## src/rtl/cache_flush_request_generator.sv

```systemverilog
// cache_flush_request_generator
//
// Walks every line of the system cache once by issuing one read request per
// line at base + line_index * line_bytes. After the last request is accepted
// it waits for all outstanding responses, then pulses done_out.
//
// Ports:
//   ap_clk            clock, rising edge
//   areset            asynchronous active-high reset
//   start_in          one-cycle flush start, honoured only in IDLE
//   base_address_in   flush region base, captured on the accepted start
//   req_valid_out     request valid (held until accepted)
//   req_ready_in      downstream accepts the request
//   req_address_out   line address of the current request
//   resp_valid_in     one pulse per completed response
//   busy_out          high from the accepted start until done
//   done_out          one-cycle completion pulse
//   issued_count_out  requests accepted in the current/last flush
//
// state | meaning
// IDLE  | waiting for start_in
// ISSUE | presenting line addresses, one per handshake
// DRAIN | all lines issued, waiting for outstanding responses
// DONE  | one-cycle done pulse, then back to IDLE

module cache_flush_request_generator #(
  parameter int NUM_WAYS      = 4,
  parameter int LINE_SIZE_LOG = 6,
  parameter int CACHE_SIZE    = 32768,
  parameter int NUM_SETS      = CACHE_SIZE >> (LINE_SIZE_LOG + $clog2(NUM_WAYS)),
  parameter int FLUSH_COUNT   = NUM_SETS * NUM_WAYS,
  parameter int ADDR_W        = 64,
  parameter int CNT_W         = $clog2(FLUSH_COUNT) + 1
) (
  input  logic              ap_clk,
  input  logic              areset,
  input  logic              start_in,
  input  logic [ADDR_W-1:0] base_address_in,
  output logic              req_valid_out,
  input  logic              req_ready_in,
  output logic [ADDR_W-1:0] req_address_out,
  input  logic              resp_valid_in,
  output logic              busy_out,
  output logic              done_out,
  output logic [CNT_W-1:0]  issued_count_out
);

  localparam logic [CNT_W-1:0]  LAST_LINE  = CNT_W'(FLUSH_COUNT - 1);
  localparam logic [CNT_W-1:0]  CNT_ONE    = CNT_W'(1);
  localparam logic [ADDR_W-1:0] LINE_BYTES = ADDR_W'(1) << LINE_SIZE_LOG;

  typedef enum logic [3:0] {
    S_IDLE  = 4'b0001,
    S_ISSUE = 4'b0010,
    S_DRAIN = 4'b0100,
    S_DONE  = 4'b1000
  } state_t;

  state_t            state;
  state_t            state_nxt;
  logic [ADDR_W-1:0] addr_q;
  logic [CNT_W-1:0]  line_cnt;
  logic [CNT_W-1:0]  out_cnt;
  logic              start_acc;
  logic              hs;
  logic              last_hs;
  logic              drain_empty;

  assign start_acc   = (state == S_IDLE) && start_in;
  assign hs          = (state == S_ISSUE) && req_ready_in;
  assign last_hs     = hs && (line_cnt == LAST_LINE);
  // The final response may land in the same cycle we check for completion.
  assign drain_empty = (out_cnt == '0) || ((out_cnt == CNT_ONE) && resp_valid_in);

  // State register
  always_ff @(posedge ap_clk or posedge areset) begin
    if (areset) begin
      state <= S_IDLE;
    end else begin
      state <= state_nxt;
    end
  end

  // Next-state logic
  always_comb begin
    state_nxt = state;
    case (state)
      S_IDLE:  if (start_in)    state_nxt = S_ISSUE;
      S_ISSUE: if (last_hs)     state_nxt = S_DRAIN;
      S_DRAIN: if (drain_empty) state_nxt = S_DONE;
      S_DONE:                   state_nxt = S_IDLE;
      default:                  state_nxt = S_IDLE;
    endcase
  end

  // Outputs decoded from the registered state
  always_comb begin
    req_valid_out = (state == S_ISSUE);
    busy_out      = (state != S_IDLE);
    done_out      = (state == S_DONE);
  end

  // Line address is kept as a running sum so each handshake only needs one
  // adder; wrap past 2^ADDR_W falls out of the modulo arithmetic.
  always_ff @(posedge ap_clk or posedge areset) begin
    if (areset) begin
      addr_q   <= '0;
      line_cnt <= '0;
    end else if (start_acc) begin
      addr_q   <= base_address_in;
      line_cnt <= '0;
    end else if (hs) begin
      addr_q   <= addr_q + LINE_BYTES;
      line_cnt <= line_cnt + CNT_ONE;
    end
  end

  // Outstanding responses; a stray response at zero is dropped rather than
  // wrapping the counter.
  always_ff @(posedge ap_clk or posedge areset) begin
    if (areset) begin
      out_cnt <= '0;
    end else if (start_acc) begin
      out_cnt <= '0;
    end else if (hs && !resp_valid_in) begin
      out_cnt <= out_cnt + CNT_ONE;
    end else if (!hs && resp_valid_in && (out_cnt != '0)) begin
      out_cnt <= out_cnt - CNT_ONE;
    end
  end

  assign req_address_out  = addr_q;
  assign issued_count_out = line_cnt;

endmodule

```

## config.mk

```make
export PLATFORM = sky130hd
export DESIGN_NAME = cache_flush_request_generator
export DESIGN_NICKNAME = d
export VERILOG_FILES = /design/src/rtl/cache_flush_request_generator.sv
export SDC_FILE = /design/constraint.sdc
export NUM_CORES = 1
export LEC_CHECK = 0
export ABC_AREA = 1
export CAP_MARGIN = 20
export CORE_ASPECT_RATIO = 0.9
export CORE_UTILIZATION = 45
export CTS_BUF_LIST = sky130_fd_sc_hd__clkbuf_16
export DETAILED_ROUTE_END_ITERATION = 10
export GPL_ROUTABILITY_DRIVEN = 0
export GPL_TIMING_DRIVEN = 0
export PLACE_DENSITY = 0.81
export RECOVER_POWER = 100
export SYNTH_ARGS = -nofsm -noshare
export SYNTH_HDL_FRONTEND = slang
export SYNTH_SLANG_ARGS = --single-unit
```

## constraint.sdc

```tcl
create_clock -name ap_clk -period 3.5 [get_ports ap_clk]
set_clock_uncertainty 0.2 [all_clocks]
set_input_delay 0.7 -clock ap_clk [delete_from_list [all_inputs] [get_ports ap_clk]]
set_output_delay 0.7 -clock ap_clk [all_outputs]
set_load 0.05 [all_outputs]
```

* Yosys cells after proc, flatten, opt, wreduce, memory -nomap -nowiden *
Cells that the tools add are included.

word-level totals
  register bits after elaboration = 88
  input port bits = 69
  output and inout port bits = 77
  logic and storage cells = 44

cells by class
  add/subtract/negate cells = 4
  equal/unequal tests = 10
  muxes and demuxes = 11
  reductions and logical operators = 15

operators with widths
  operator                                                count
  two-way mux 64 bit                                      2
  adder 64 x 7 -> 64 bit (second input constant)          1
  two-way mux 10 bit                                      5
  adder 10 x 1 -> 10 bit (second input constant)          2
  two-way mux 4 bit                                       3
  one-hot mux 4 bit (3 select lines)                      1
  == test 10 x 1 -> 1 bit (second input constant)         1
  == test 10 x 9 -> 1 bit (second input constant)         1
  logical NOT 10 bit                                      1
  nonzero test 10 bit                                     1
  subtractor 10 x 1 -> 10 bit (second input constant)     1
  logical AND 1 bit                                       7
  == test 4 x 1 -> 1 bit (second input constant)          1
  == test 4 x 2 -> 1 bit (second input constant)          1
  == test 4 x 3 -> 1 bit (second input constant)          1
  == test 4 bit (second input constant)                   1
  inequality test 2 bit (second input constant)           2
  inequality test 4 x 1 -> 1 bit (second input constant)  1
  AND reduction 3 bit                                     1
  nonzero test 3 bit                                      1
  logical NOT 1 bit                                       2
  inequality test 2 x 1 -> 1 bit (second input constant)  1
  nonzero test 2 bit                                      1
  logical OR 1 bit                                        1

* Logic depth before layout (Yosys ltp) *
  word-level depth = 8
  depth in mapped cells = 11

* Least setup slack after synthesis *
OpenSTA, ideal clock, no wires.

  path type = flip-flop to flip-flop
  start = register addr_q[7] (netlist: req_address_out[7])
  end = register addr_q[48] (netlist: req_address_out[48])
  setup time = 118 ps
  arrival = 1,867 ps
  slack = 1,315 ps
  cell stages (with the launch flop) = 11
  period minus slack after synthesis = 2,185 ps
  cells stage by stage = dfrtp_1 -> ha_1 -> nand2_2 -> nor2_4 -> nand2_4 -> nor2_4 -> nand2_2 -> nor2_4 -> nand3_1 -> nand3_1 -> nand2_1

on the way
  cells in the longest elaborated chain, start to end = 3

RTL lines
  element                   line  source
  start: declaration        61    logic [ADDR_W-1:0] addr_q;
  start signal: assignment  110   addr_q <= base_address_in;
  start signal: assignment  113   addr_q <= addr_q + LINE_BYTES;
  adder 64 x 7 -> 64 bit    113
  two-way mux 64 bit        112   end else if (hs) begin
  two-way mux 64 bit        109   end else if (start_acc) begin

Every way passes these cells. The select of a mux whose other input is x is not followed.
A chain may end at the register's enable or synchronous reset.

* Worst setup path after layout *
  start = input port req_ready_in
  end = register addr_q[12] (netlist: req_address_out[12])

on the way
  cells in the longest elaborated chain, start to end = 2

RTL lines
  element                       line  source
  start: declaration            40    input logic req_ready_in,
  logical AND 1 bit             70    assign hs = (state == S_ISSUE) && req_ready_in;
  nonzero test 2 bit (no line)  -

Every way passes these cells.

==> results.cfg <==
[route]
ant_nets = 0
drt_wl_total_um = 22900
dr_total_vias = 7459
vias_per_cell = 5.40
wl_per_cell_um = 16.6
drcViolationCount = 0
drt_pass1_iterations = 5
drt_iter0_markers = 868

[logic_synthesis]
async_flop_share_pct = 100
synth_most_common_cell = nand2_1
postSynthCellCount = 1026
synth_area_leader_cell = dfrtp_1
yosys_most_used_dff = dfrtp_1
synth_common_cells = nand2_1 (330), nor2_1 (129), inv_1 (128)
synth_area_um2 = 6570
synth_warnings = 0
synth_edf_count = 0
synthTopCellsByArea = dfrtp_1 (33%), nand2_1 (19%), nand3_1 (8.5%)
yosys_register_bits = 88
yosysUniqueCellTypes = 45
ys_seq_area_share_pct = 33.6
syn_nets = 1100
syn_avg_cell_area_um2 = 6.40
yosysTopAreaCellShare_pct = 33.2

[floorplan]
die_width_um = 129
dieArea_um2 = 15100
die_y_um = 117
initial_core_util_pct = 46.5
core_area_um2 = 14100
ios = 146
fp-row-count = 41

[grt]
first_global_vias = 6863
grt_overflow_total = 0
track_usage_pct = 31.5
grt_pass1_wl_um = 35700
antenna_found_initial = 0
grt_max_degree = 59

[placement]
dp_cells = 1365
portBuffers = 145
dpl.hpwl_um = 17300

[flow_run]
maxCapViolCount = 0

[finish]
final_nets = 1257
fillCellCount = 1318
area_delta_synth_final_pct = 29.8
drive_gt1_share_pct = 5.47
final_cells = 1381
n_antenna_cell = 0

[setup_path]
critical_path.slowest_cell = clkinvlp_2
worstSetupPathType = in2reg
worstSetupStartpointType = primary input
critPathBufInv = 4
arrival_ps = 3170
crit_path_end_kind = flip-flop
reg2reg_slack_ps = 570
worstPathRequired_ps = 3540
path_max_fanout = 10
max_stage_delay_ps = 660
cp_top_family = buffers and inverters
crit_chain = clkdlybuf4s50_1, nand4_2, clkbuf_1, clkinvlp_2, buf_4, a21oi_1, o21ai_0

[pwr]
p_per_area_nw_per_um2 = 849
vdd_ir_drop_max_uv = 578
leakagePower_nw = 4.16
power_mw = 7.24

[sta]
worst_pin_slew_ps = 1460
rsz0062_at_grt = false
period_needed_ps = 3140
fin_setup_tns_ps = 0
slew_headroom_pct = 2.13
report.final.setup_viol = 0
fin_crit_sh_pct = 89.6
finalHoldViolations = 0
max_freq_mhz = 319
report.final.slew_viol_count = 0

[clock_tree]
clk_path_buf_depth = 2
clk_latency_ps = 360
cts_setup_buffers = 0
clkTransAtPathRegs_ps = 70
cts_root_buffer = clkbuf_16
ctsHoldBuffers = 0
cts_tree = done
htreeDepth = 3
cts_resized = 0
cts_sinks = 88
cts-buffers-inserted = 9

[min_path]
worstHoldPathType = reg2reg

[outcome]
status = complete, no violations
## path summary, 6_finish.rpt
check | cells after the start | end | from
hold / removal | 2 | req_address_out[3] | req_address_out[3]
hold reg to reg | 2 | req_address_out[3] | req_address_out[3]
max in group asynchronous | 3 | req_address_out[49] | areset
min in group asynchronous | 2 | req_address_out[20] | areset
setup reg to reg | 7 | req_address_out[12] | state[0]
setup / recovery | 7 | req_address_out[12] | req_ready_in
## cell families (layout without fill, tap and decap cells)
family | count (synthesis) | count (layout) | synth area share, %
simple gates | 654 | 654 | 44.3
flops | 88 | 88 | 33.6
buf+inv | 161 | 323 | 9.89
compound gates | 94 | 94 | 8.12
fa+ha+maj | 5 | 5 | 0.953
xor+xnor | 24 | 24 | 3.20
## cell usage in the layout (no fill, tap or decap), types with 3 or more instances in the layout
| master | instances |
|---|---|
| nand2_1 | 330 |
| inv_1 | 130 |
| nor2_1 | 129 |
| nand3_1 | 113 |
| dfrtp_1 | 87 |
| dlygate4sd3_1 | 79 |
| clkdlybuf4s50_1 | 66 |
| o21ai_0 | 50 |
| nand4_1 | 23 |
| clkbuf_1 | 18 |
| xor2_1 | 18 |
| a21oi_1 | 16 |
| nor3_1 | 15 |
| o211ai_1 | 13 |
| nor2_2 | 10 |
| buf_2 | 9 |
| clkbuf_16 | 9 |
| nor2_4 | 8 |
| nand3b_1 | 6 |
| xnor2_1 | 6 |
| nand2_2 | 6 |
| ha_1 | 5 |
| o21ai_1 | 4 |
| o21bai_1 | 3 |
| nand2_4 | 3 |
| nor3_2 | 3 |
## through the flow
stage / hold slack, ps / cell area, um2 / utilization, % / setup WS [ps]
final: 287 / 8520 / 60.4 / 362
after global routing: 331 / 8520 / 60.4 / 276
after CTS: 297 / 8590 / 60.9 / 594
after detailed placement: 273 / 8290 / 58.8 / 704
after global placement: 270 / 8260 / 58.5 / -1230
after floorplan: 328 / 6570 / - / 323
## layer usage
layer | global-route usage [%] | vias up | share of wire [%]
li1 | - | 3586 | -
met1 | 43.5 | 3386 | 42
met2 | 47.0 | 440 | 43
met3 | 7.47 | 47 | 12
met4 | 13.7 | 0 | 2.6
met5 | 0 | - | 0
## state kept, by name, indices dropped and copies added (netlist names)
name / cells
req_address_out: 64
out_cnt: 10
issued_count_out: 10
state: 4
## power breakdown
group | internal [mW] | switching (mW)
Combinational | 1.24 | 2.91
Sequential | 1.44 | 0.635
Clock | 0.562 | 0.459
## worst min-delay path, stage by stage (launching register included)
cell and delay (ps):
dfrtp_1 350, nand2_1 50, nand2_1 50
## area by class of cell
type	count	area, um2	area share, %
multi-input combinational	777	3680	43.2
sequential	88	2200	25.8
timing repair buffer	146	1460	17.1
inverter	131	494	5.80
tap	193	241	2.83
clock buffer	9	225	2.64
buffer	30	139	1.63
clock inverter	7	78.8	0.925
(Power assumes the default switching activity.)
